[config.mk]
export PLATFORM = sky130hd
export DESIGN_NAME = htif_mailbox
export DESIGN_NICKNAME = d
export VERILOG_FILES = /design/src/rtl/htif_mailbox.sv
export SDC_FILE = /design/constraint.sdc
export NUM_CORES = 1
export LEC_CHECK = 0
export ABC_AREA = 1
export CAP_MARGIN = 30
export CORE_MARGIN = 5
export CORE_UTILIZATION = 61
export DETAILED_ROUTE_END_ITERATION = 6
export GPL_ROUTABILITY_DRIVEN = 0
export PLACE_DENSITY = 0.84
export RECOVER_POWER = 25
export SYNTH_ARGS = -nofsm -noshare
export SYNTH_HDL_FRONTEND = slang
export SYNTH_SLANG_ARGS = --single-unit
[constraint.sdc]
create_clock -name clk -period 4.5 [get_ports clk]
set_input_delay 0.45 -clock clk [delete_from_list [all_inputs] [get_ports clk]]
set_output_delay 0.45 -clock clk [all_outputs]
set_load 0.01 [all_outputs]
[src/rtl/htif_mailbox.sv]
// HTIF-style host/target mailbox on APB: the TOHOST_HI write commits a command
// (exit or console putchar), and console bytes drain through a small FIFO.
module htif_mailbox #(
  parameter int FIFO_DEPTH = 8
) (
  input  logic        clk,
  input  logic        rstn,
  input  logic        psel,
  input  logic        penable,
  input  logic [11:0] paddr,
  input  logic        pwrite,
  input  logic [3:0]  pstrb,
  input  logic [31:0] pwdata,
  output logic [31:0] prdata,
  output logic        pslverr,
  output logic        pready,
  output logic        char_valid,
  output logic [7:0]  char_data,
  input  logic        char_ready,
  output logic        sim_end,
  output logic [31:0] end_code
);

  // state        | meaning
  // S_IDLE       | accepting commands
  // S_WAIT_SPACE | putchar stalled on a full FIFO, pready held low
  // S_DONE       | exit seen; terminal until reset

  localparam int PW = $clog2(FIFO_DEPTH);
  localparam int CW = PW + 1;
  localparam logic [31:0] CMD_EXIT = 32'h0000_0000;
  localparam logic [31:0] CMD_PUTC = 32'h0101_0000;

  typedef enum logic [1:0] {S_IDLE, S_WAIT_SPACE, S_DONE} state_t;

  state_t      state, state_n;
  logic [31:0] tohost_lo, tohost_hi, fromhost_lo, fromhost_hi;
  logic        bad_cmd;
  logic [7:0]  mem [FIFO_DEPTH];
  logic [PW-1:0] wr_ptr, rd_ptr;
  logic [CW-1:0] count;
  logic        fifo_full, fifo_empty;
  logic        access, wr_fire, hi_req, addr_ok;
  logic        sel_tlo, sel_thi, sel_flo, sel_fhi, sel_stat;
  logic        push, pop, commit, set_end, set_bad;
  logic [31:0] cmd, status;

  function automatic logic [31:0] merge(input logic [31:0] old, input logic [31:0] wd,
                                        input logic [3:0] s);
    logic [31:0] r;
    for (int i = 0; i < 4; i++) r[8*i +: 8] = s[i] ? wd[8*i +: 8] : old[8*i +: 8];
    return r;
  endfunction

  assign sel_tlo  = (paddr == 12'h000);
  assign sel_thi  = (paddr == 12'h004);
  assign sel_flo  = (paddr == 12'h008);
  assign sel_fhi  = (paddr == 12'h00C);
  assign sel_stat = (paddr == 12'h010);
  assign addr_ok  = sel_tlo | sel_thi | sel_flo | sel_fhi | sel_stat;

  assign access  = psel & penable;
  assign wr_fire = access & pwrite & pready;
  assign hi_req  = access & pwrite & sel_thi;
  assign cmd     = merge(tohost_hi, pwdata, pstrb);

  assign fifo_full  = (count == CW'(FIFO_DEPTH));
  assign fifo_empty = (count == '0);
  assign char_valid = ~fifo_empty;
  // Head entry is masked while empty so the unreset storage never leaks out.
  assign char_data  = fifo_empty ? 8'h00 : mem[rd_ptr];
  assign pop        = char_valid & char_ready;

  always_ff @(posedge clk or negedge rstn) begin
    if (!rstn) state <= S_IDLE;
    else       state <= state_n;
  end

  always_comb begin
    state_n = state;
    pready  = 1'b1;
    push    = 1'b0;
    commit  = 1'b0;
    set_end = 1'b0;
    set_bad = 1'b0;
    case (state)
      S_IDLE: begin
        if (hi_req) begin
          if (cmd == CMD_EXIT) begin
            set_end = 1'b1;
            commit  = 1'b1;
            state_n = S_DONE;
          end else if (cmd == CMD_PUTC) begin
            if (fifo_full) begin
              pready  = 1'b0;
              state_n = S_WAIT_SPACE;
            end else begin
              push   = 1'b1;
              commit = 1'b1;
            end
          end else begin
            set_bad = 1'b1;
            commit  = 1'b1;
          end
        end
      end
      S_WAIT_SPACE: begin
        if (fifo_full) begin
          pready = 1'b0;
        end else begin
          push    = 1'b1;
          commit  = 1'b1;
          state_n = S_IDLE;
        end
      end
      S_DONE: begin
        if (hi_req) commit = 1'b1;
      end
      default: state_n = S_IDLE;
    endcase
  end

  always_ff @(posedge clk or negedge rstn) begin
    if (!rstn) begin
      tohost_lo   <= '0;
      tohost_hi   <= '0;
      fromhost_lo <= '0;
      fromhost_hi <= '0;
      bad_cmd     <= 1'b0;
      sim_end     <= 1'b0;
      end_code    <= '0;
    end else begin
      if (commit) begin
        tohost_lo <= '0;
        tohost_hi <= '0;
      end else begin
        if (wr_fire && sel_tlo) tohost_lo <= merge(tohost_lo, pwdata, pstrb);
        if (wr_fire && sel_thi) tohost_hi <= cmd;
      end
      if (wr_fire && sel_flo) fromhost_lo <= merge(fromhost_lo, pwdata, pstrb);
      if (wr_fire && sel_fhi) fromhost_hi <= merge(fromhost_hi, pwdata, pstrb);
      if (set_bad) bad_cmd <= 1'b1;
      if (set_end) begin
        sim_end  <= 1'b1;
        end_code <= tohost_lo;
      end
    end
  end

  always_ff @(posedge clk or negedge rstn) begin
    if (!rstn) begin
      wr_ptr <= '0;
      rd_ptr <= '0;
      count  <= '0;
    end else begin
      if (push) wr_ptr <= wr_ptr + 1'b1;
      if (pop)  rd_ptr <= rd_ptr + 1'b1;
      case ({push, pop})
        2'b10:   count <= count + 1'b1;
        2'b01:   count <= count - 1'b1;
        default: count <= count;
      endcase
    end
  end

  always_ff @(posedge clk) begin
    if (push) mem[wr_ptr] <= tohost_lo[7:0];
  end

  always_comb begin
    status           = '0;
    status[0]        = sim_end;
    status[1]        = fifo_full;
    status[2]        = fifo_empty;
    status[3]        = bad_cmd;
    status[8 +: CW]  = count;
  end

  always_comb begin
    prdata = '0;
    if (access && !pwrite) begin
      case (paddr)
        12'h000: prdata = tohost_lo;
        12'h004: prdata = tohost_hi;
        12'h008: prdata = fromhost_lo;
        12'h00C: prdata = fromhost_hi;
        12'h010: prdata = status;
        default: prdata = '0;
      endcase
    end
  end

  assign pslverr = access & pready & ~addr_ok;

endmodule

==> metrics.txt, run 1 <==
vias in the first global route=between 9000 and 10000; FF-to-FF path depth=15; slowest stage delay, CP=0.73 ns; clk_lat worst skew=0.53 ns; Die ar.=around 22000 um2; Critical Path RT=4.05 ns; fin crit period=just over 4 ns; critical path peak fanout=19; cell mode on critical path=nand2_1; Post-CTS Setup Inserts=0; Hold Slack=0.468 ns; hold path startpoint=bad_cmd; maximum vdd drop=between 0.2 and 0.3 mV; Syn. warnings=0; # port buffers=129; maximum clock path buffer count=3; clock slew at reported path FFs=roughly 0.060 ns; TNS Setup=0 ns; Hold Crit Class=flop to flop; Hold EP=bad_cmd; final wirelength=about 34 mm; synth unique cells=34; I/O pins=130; n_diodes=0; site row count=50; Setup Crit Path Kind=primary input to primary output; DR vias/cell=just over 6; Final WS setup=~0.40 ns; CP arrival=3.65 ns; Setup WS pre-CTS=between 0.2 and 0.3 ns; reg-to-reg setup timing slack=approximately 1.0 ns; Setup crit end kind=primary output; count of state elements after synthesis=~240; via count=approximately 11000; WL/cell=between 15 and 20 um; Worst-Margin Slew=approximately 2.1 ns; Post-Synthesis Cells=approximately 1400; worst hold path depth=2; Worst Skew=0.00818 ns; antenna viol nets, final=0; clk sinks=238; Pwr Density=approximately 380 nW/um2; final hold violations=0; Final period util=91.2%; Die H=between 100 and 150 um; Final Setup Violations=0; Slew Limit Fails=36; CP cell instances=clkdlybuf4s50_1 > inv_2 > nand2_1 > nand2_1 > nand2_1 > nor2_1 > nand2_1 > nor2_1 > nand2_2 > nand3_1 > nor2_1 > nor2_4 > inv_1 > nor3_1 > clkdlybuf4s50_1; Final nets=roughly 1600; core footprint=around 19000 um2; max-cap viol count=1; violated checks=max-capacitance violations, max-slew violations; outcome=finished, violations left; Startpoint Class=primary input; Synth Area per Inst=8.31 um2; first-pass GRT wire length=53.4 mm; critical path startpoint=pstrb[3]; RSZ-0062 raised after global routing=false; post-DP HPWL=around 24 mm; r2r endpoint=count[3]; share of layout cells above drive strength 1=between 7 and 8%; DRC Markers=0; Total GRT Usage=approximately 31%; largest net degree at the start of global routing=76; Pwr Total=about 5.4 mW; Num CTS Buffers=25; launching point of the worst reg2reg path=count[1]; Clock Root Buffer=clkbuf_16; cell area after synthesis=~12000 um2; GR Overflow Total=0; filler cell count=1317; Die W=about 150 um; initial antenna violation count=1; Leak=roughly 7 nW; detailed router's first-iteration violation count=between 1000 and 1500; DR pass1 iterations=6; fmax=between 0.2 and 0.25 GHz; CTS tree=built; Initial Util=about 62%; P&R area growth vs syn=20.7%; Max H-tree Level=1; Rel. slew slack=-41.9%; post-synth net total=between 1000 and 1500; Seq/Total Area, Yosys=a little over half; Seq. cell area=between 6000 and 7000 um2; multi-input logic area=around 4600 um2; Worst path slowest cell=clkdlybuf4s50_1
-- cell families (layout without fill, tap and decap cells) --
family / Yosys count / in the layout / synth area share (%)
multiplexers: 20 / 20 / 1.93
AND/OR/NAND/NOR: 735 / 735 / 26.6
flip-flops: 238 / 238 / 53.8
adder cells (fa/ha/maj): 5 / 5 / 0.536
buffers and inverters: 205 / 347 / 7.06
AO/OA/AOI/OAI: 194 / 194 / 9.54
XOR/XNOR: 7 / 7 / 0.526
-- worst max-delay path, delay by kind of cell --
family                 cells  cell delay (ns)
AND/OR/NAND/NOR           11             1.46
buffers and inverters      4             1.73
-- per-stage QoR --
stage,cell area (um2),cells,util [%]
floorplan,11700,1404,-
global placement,13200,1732,70.4
detailed placement,13200,1733,70.6
CTS,14100,1780,75.0
global route,14100,1780,75.0
finish,14100,1780,75.0
-- what timing repair did --
item                                    4_1_cts  5_1_grt
resized for setup                             0        1
endpoints found under the setup margin        0        1
hold buffers                                  1        0
endpoints found under the hold margin        34        0
-- power by group --
group,total (mW),switching (mW),internal [mW]
clock,2.09,0.866,1.23
combinational,1.00,0.604,0.398
sequential,2.30,0.0570,2.24
-- cells in the mapped netlist, drive strengths merged --
cell | count | area share (%)
a21oi | 43 | 1.8
a221oi | 24 | 1.8
a31oi | 16 | 0.86
a32oi | 1 | 0.075
a41o | 1 | 0.086
buf | 31 | 1.5
clkbuf | 38 | 1.2
dfrtp | 174 | 37
edfxtp | 64 | 16
ha | 5 | 0.54
inv | 136 | 4.4
mux2 | 20 | 1.9
nand2 | 398 | 13
nand3 | 172 | 7.5
nand4 | 9 | 0.48
nor2 | 144 | 5.0
nor3 | 11 | 0.47
nor4 | 1 | 0.054
o21a | 2 | 0.13
o21ai | 94 | 4.0
o22ai | 12 | 0.64
o31ai | 1 | 0.064
xnor2 | 2 | 0.15
xor2 | 5 | 0.38
-- sequential cells by signal, indices dropped and copies added, names as in the netlist --
name / flops
bad_cmd: 1
count: 4
end_code: 32
fromhost_hi: 32
fromhost_lo: 32
mem: 64
rd_ptr: 3
sim_end: 1
state: 2
tohost_hi: 32
tohost_lo: 32
wr_ptr: 3
-- cell usage in the layout, fill, tap and decap left out, types with 4 or more instances in the layout --
cell,count
nand4_1,9
buf_4,33
clkinv_1,4
nand2_2,11
a21oi_1,43
nand3_1,170
a221oi_1,24
nor3_1,10
o21ai_0,91
o22ai_1,12
clkinv_2,5
clkbuf_16,25
nand2_1,387
dfrtp_1,174
edfxtp_1,64
inv_2,4
xor2_1,5
nor2_1,137
inv_1,132
clkbuf_1,4
a31oi_1,16
clkdlybuf4s50_1,128
ha_1,5
mux2_2,20
-- worst max path at each step --
stage / endpoint / cells past startpoint / slack, ns
global route: pslverr / 15 / 0.19
CTS: pslverr / 15 / 0.22
detailed placement: pslverr / 15 / 0.26
floorplan: count[3] / 20 / 1.70
global placement: pslverr / 15 / 0.45
finish: pslverr / 15 / 0.40
-- area by class of cell --
cell class	instances	area share [%]
inverter	136	3.63
sequential	238	44.6
clock buffer	30	4.72
clock inverter	16	1.16
tap	234	2.08
timing repair buffer	165	11.3
multi-input combinational	961	32.5
-- metal layers --
| layer | wire length, um | GRT usage [%] | vias to the layer above |
|---|---|---|---|
| met3 | 4050 | 6.83 | 84 |
| li1 | - | - | 4887 |
| met4 | 835 | 8.04 | 0 |
| met1 | 12900 | 41.6 | 5076 |
| met2 | 16500 | 50.2 | 710 |
| met5 | 0 | 0 | - |
Power figures use the tool's default switching activity.
==> run 2: changes to the inputs <==
CTS_CLUSTER_SIZE = 16   (was default)
==> metrics.txt, run 2 (same netlist as run 1, synthesis figures left out) <==
outcome=finished, violations left (unchanged); violated checks=max-capacitance violations, max-slew violations (unchanged); antenna viol nets, final=0 (unchanged); max reg flops=64 (unchanged); clk sinks=238 (unchanged); Setup Crit Path Kind=primary input to primary output (unchanged); clock slew at reported path FFs=0.06 ns (about the same); sequential share of power=42.2% (was 42.7%); Critical Path RT=4.05 ns (about the same); cell mode on critical path=nand2_1 (unchanged); Total GRT Usage=30.6% (was 30.5%); # port buffers=129 (unchanged); RSZ-0062 raised after global routing=false (unchanged); fmax=0.244 GHz (about the same); TNS Setup=0 ns (unchanged); sw frac=28.0% (was 28.3%); max-cap viol count=1 (unchanged); commonest non-fill, non-tap cell in the layout=nand2_1 (unchanged); slowest stage delay, CP=0.72 ns (was 0.73 ns); worst hold path depth=2 (unchanged); Clock Root Buffer=clkbuf_16 (unchanged); Die H=148 um (unchanged); Final Cell Area=14100 um2 (about the same); Post-CTS Setup Inserts=0 (unchanged); Initial Util=62.1% (unchanged); P&R area growth vs syn=20.9% (was 20.7%); vias in the first global route=9986 (was 9987); CP arrival=3.66 ns (was 3.65 ns); Rel. slew slack=-41.7% (was -41.9%); clk_lat worst skew=0.53 ns (about the same); Comb pwr share=18.4% (was 18.6%); Startpoint Class=primary input (unchanged); largest net degree at the start of global routing=76 (unchanged); final hold violations=0 (unchanged); DR vias/cell=6.06 (was 6.04); n_diodes=0 (unchanged); GR Util met3=6.19% (was 6.83%); leading cell types in the layout, fill and taps excluded=nand2_1 (387), dfrtp_1 (174), nand3_1 (170) (unchanged); Hold Crit Class=flop to flop (unchanged); initial antenna violation count=1 (unchanged); Die W=148 um (unchanged); Worst path slowest cell=clkdlybuf4s50_1 (unchanged); I/O pins=130 (unchanged); DRC Markers=0 (unchanged); DR pass1 iterations=5 (was 6); filler cell count=1313 (was 1317); Clock Power Share=39.4% (was 38.8%); post-DP HPWL=23.7 mm (unchanged); via count=10800 (about the same); GR Layer Usage met2=50.3% (was 50.2%); Slew Limit Fails=36 (unchanged); first-pass GRT wire length=53.5 mm (was 53.4 mm); site row count=50 (unchanged); final wirelength=34.2 mm (about the same); Max H-tree Level=1 (unchanged); busiest grt layer=met2 (unchanged); GR Overflow Total=0 (unchanged); fin cells=1780 (unchanged); Worst Skew=0.0107 ns (was 0.00818 ns); Setup crit end kind=primary output (unchanged); Placed Instances=1733 (unchanged); Setup WS pre-CTS=0.264 ns (unchanged); Final nets=1586 (unchanged); WL/cell=19.2 um (about the same); Leak=6.82 nW (was 6.80 nW); Final period util=91.3% (was 91.2%); Num CTS Buffers=25 (unchanged); critical path peak fanout=19 (unchanged); met1 Track Usage GR=41.9% (was 41.6%); Worst-Margin Slew=2.13 ns (about the same); core footprint=18800 um2 (unchanged); CP cell instances=clkdlybuf4s50_1 > inv_2 > nand2_1 > nand2_1 > nand2_1 > nor2_1 > nand2_1 > nor2_1 > nand2_2 > nand3_1 > nor2_1 > nor2_4 > inv_1 > nor3_1 > clkdlybuf4s50_1 (unchanged); Pwr Density=387 nW/um2 (was 383 nW/um2); share of layout cells above drive strength 1=7.76% (was 7.70%); detailed router's first-iteration violation count=1104 (was 1137); CTS tree=built (unchanged); maximum vdd drop=0.334 mV (was 0.296 mV); Int Power=3.92 mW (was 3.87 mW); fin crit period=4.11 ns (was 4.10 ns); Psw=1.53 mW (about the same); maximum clock path buffer count=3 (unchanged); register with the most flip-flops=mem (unchanged); FF-to-FF path depth=15 (unchanged); Final Setup Violations=0 (unchanged); Die ar.=22000 um2 (unchanged); Placed Area=13200 um2 (unchanged); Final WS setup=0.394 ns (was 0.396 ns)
[run 2: layout make-up]
type / count / area, um2 / area share [%]
repair buffers: 165 / 1590 / 11.3
well taps: 234 / 293 / 2.08
multi-input cells: 961 / 4580 / 32.5
clock buffers: 30 / 664 / 4.71
inverters: 136 / 510 / 3.62
flip-flops and latches: 238 / 6280 / 44.5
clock inverters: 16 / 186 / 1.32
[run 2: final timing paths]
| path | start | to | slack, ns |
|---|---|---|---|
| worst max-delay path | pstrb[3] | pslverr | 0.39 |
| worst min-delay path | bad_cmd | bad_cmd | 0.46 |
| worst max register to register | count[1] | count[3] | 1.03 |
| worst min register to register | bad_cmd | bad_cmd | 0.46 |
| max in group asynchronous | rstn | fromhost_lo[8] | 1.74 |
| min in group asynchronous | rstn | tohost_lo[26] | 1.09 |
[run 2: layer usage]
metal / share of wire [%] / wire [um]
met3: 11 / 3760
met2: 48 / 16500
met1: 39 / 13200
met5: 0 / 0
met4: 2.4 / 834
[run 2: power groups by stage]
stage,registers (mW),clock network (mW),logic [mW]
floorplan,2.32,0,0.563
global placement,2.34,0,0.952
detailed placement,2.34,0,0.987
CTS,2.30,2.15,0.996
global route,2.30,2.26,1.10
finish,2.30,2.15,1.00
[run 2: critical path, delay by kind of cell]
family,cells,cell delay [ns]
buf+inv,4,1.72
simple gates,11,1.48
[run 2: repair_timing]
item,CTS,global route
hold buffers,1,0
endpoints found under the setup margin,0,1
gates resized for setup,0,1
endpoints found under the hold margin,34,0
[run 2: stage by stage]
stage / hold slack, ns / util (%) / power (mW)
4_1_cts: 0.395 / 75.1 / 5.45
2_1_floorplan: 0.154 / - / 2.88
3_5_place_dp: 0.378 / 70.6 / 3.32
5_1_grt: 0.484 / 75.1 / 5.66
6_report: 0.463 / 75.1 / 5.45
3_3_place_gp: 0.442 / 70.4 / 3.29
==> run 3: changes to the inputs <==
CORE_UTILIZATION = 51   (was 61)
PLACE_DENSITY = 0.75   (was 0.84)
clock period = 3.45 ns   (was 4.5 ns; I/O delays follow)
==> metrics.txt, run 3 (same netlist as run 1, synthesis figures left out) <==
outcome=finished, violations left (unchanged); violated checks=max-capacitance violations, max-slew violations (unchanged); DR vias/cell=5.69 (was 6.06); Hold Slack=0.445 ns (was 0.463 ns); Setup WS pre-CTS=0.0367 ns (was 0.264 ns); clk_lat worst skew=0.52 ns (was 0.53 ns); Die ar.=26000 um2 (was 22000 um2); filler cell count=1918 (was 1313); TNS Setup=0 ns (unchanged); maximum clock path buffer count=3 (unchanged); Final WS setup=0.154 ns (was 0.394 ns); met2 routed WL=16.5 mm (about the same); top sig layer=met5 (was met4); fin cells=1855 (was 1780); Placed Instances=1808 (was 1733); clock slew at reported path FFs=0.06 ns (about the same); max-cap viol count=1 (unchanged); Routed met1 length=14.2 mm (was 13.2 mm); Leak=6.94 nW (was 6.82 nW); detailed router's first-iteration violation count=1182 (was 1104); Setup crit end kind=primary output (unchanged); critical path peak fanout=12 (was 19); n_diodes=0 (unchanged); largest net degree at the start of global routing=79 (was 76); met3 WL=2.76 mm (was 3.76 mm); Initial Util=51.7% (was 62.1%); post-DP HPWL=24.2 mm (was 23.7 mm); Final Setup Violations=0 (unchanged); site row count=55 (was 50); Setup Crit Path Kind=primary input to primary output (unchanged); final wirelength=34.5 mm (was 34.2 mm); Worst path slowest cell=clkdlybuf4s50_1 (unchanged); slowest stage delay, CP=0.53 ns (was 0.72 ns); Worst-Margin Slew=2.01 ns (was 2.13 ns); Placed Area=13600 um2 (was 13200 um2); Final Cell Area=14400 um2 (was 14100 um2); fin util=63.6% (was 75.1%); RSZ-0062 raised after global routing=false (unchanged); Slew Limit Fails=78 (was 36); commonest non-fill, non-tap cell in the layout=nand2_1 (unchanged); I/O pins=130 (unchanged); Die H=161 um (was 148 um); core footprint=22600 um2 (was 18800 um2); initial antenna violation count=1 (unchanged); # port buffers=129 (unchanged); GR Overflow Total=0 (unchanged); maximum vdd drop=0.391 mV (was 0.334 mV); fin crit period=around 3.3 ns; CP cell instances=clkdlybuf4s50_1 > nor2_1 > nand2_1 > nor2_2 > nand2_1 > nor2_2 > inv_1 > o21ai_0 > nand2_1 > inv_1 > clkdlybuf4s50_1 (was clkdlybuf4s50_1 > inv_2 > nand2_1 > nand2_1 > nand2_1 > nor2_1 > nand2_1 > nor2_1 > nand2_2 > nand3_1 > nor2_1 > nor2_4 > inv_1 > nor3_1 > clkdlybuf4s50_1); cell mode on critical path=nand2_1 (unchanged); Total GRT Usage=26.0% (was 30.6%); final hold violations=0 (unchanged); fmax=~0.30 GHz; via count=10600 (was 10800); Final nets=1611 (was 1586); Clock Root Buffer=clkbuf_16 (unchanged); vias in the first global route=10200 (was 9986); DRC Markers=0 (unchanged); P&R area growth vs syn=23.2% (was 20.9%); register with the most flip-flops=mem (unchanged); Pwr Density=476 nW/um2 (was 387 nW/um2); Critical Path RT=3.11 ns (was 4.05 ns); CTS tree=built (unchanged); Pwr Total=6.84 mW (was 5.45 mW); Max H-tree Level=1 (unchanged); clk sinks=238 (unchanged); Num CTS Buffers=24 (was 25); antenna viol nets, final=0 (unchanged); Hold Crit Class=primary input to flop (was flop to flop); share of layout cells above drive strength 1=9.36% (was 7.76%); Rel. slew slack=-34.2% (was -41.7%); max reg flops=64 (unchanged); DR pass1 iterations=5 (unchanged); Worst Skew=0.0107 ns (about the same); Die W=161 um (was 148 um); Startpoint Class=primary input (unchanged); CP arrival=2.95 ns (was 3.66 ns); Final period util=roughly 96%; first-pass GRT wire length=54.7 mm (was 53.5 mm); WL/cell=18.6 um (was 19.2 um); leading cell types in the layout, fill and taps excluded=nand2_1 (387), dfrtp_1 (174), nand3_1 (170) (unchanged)
==> run 3: what timing repair did <==
| item | in CTS | in global routing |
|---|---|---|
| buffers inserted | 0 | 1 |
| hold buffers | 1 | 0 |
| hold endpoints to repair | 75 | 0 |
| resized for setup | 0 | 9 |
| endpoints found under the setup margin | 0 | 15 |
==> run 3: worst max-delay path, delay by kind of cell <==
family	cells	cell delay, ns
AND/OR/NAND/NOR	6	0.79
AO/OA/AOI/OAI	1	0.48
buffers and inverters	4	1.32
==> run 3: layout make-up <==
cell class              instances  area [um2]  area share, %
flip-flops and latches        238        6280           43.7
clock buffers                  34         668           4.65
clock inverters                10        93.8          0.653
inverters                     136         514           3.58
repair buffers                191        1870           13.0
multi-input cells             961        4590           31.9
well taps                     285         357           2.48
==> run 3: worst paths after layout <==
path                             endpoint  slack, ns          start  cells after the start
max                            prdata[14]       0.15       paddr[5]                     11
min                        fromhost_lo[2]       0.44      pwdata[2]                      3
max reg2reg                      count[3]       0.60  tohost_hi[17]                     19
min reg2reg                       bad_cmd       0.47        bad_cmd                      2
max in group asynchronous   tohost_lo[13]       1.20           rstn                      3
min in group asynchronous     end_code[0]       0.91           rstn                      2
==> run 3: per-layer routing <==
metal  track usage [%]  up-vias
met5                 0        -
met4              7.48        2
li1                  -     4935
met3              4.47       78
met2              43.3      489
met1              35.4     5053
==> run 3: report_power, final <==
part | switching (mW) | internal, mW | leakage [nW]
Clock | 1.09 | 1.43 | 0.369
Combinational | 0.795 | 0.535 | 3.58
Sequential | 0.0549 | 2.93 | 2.99
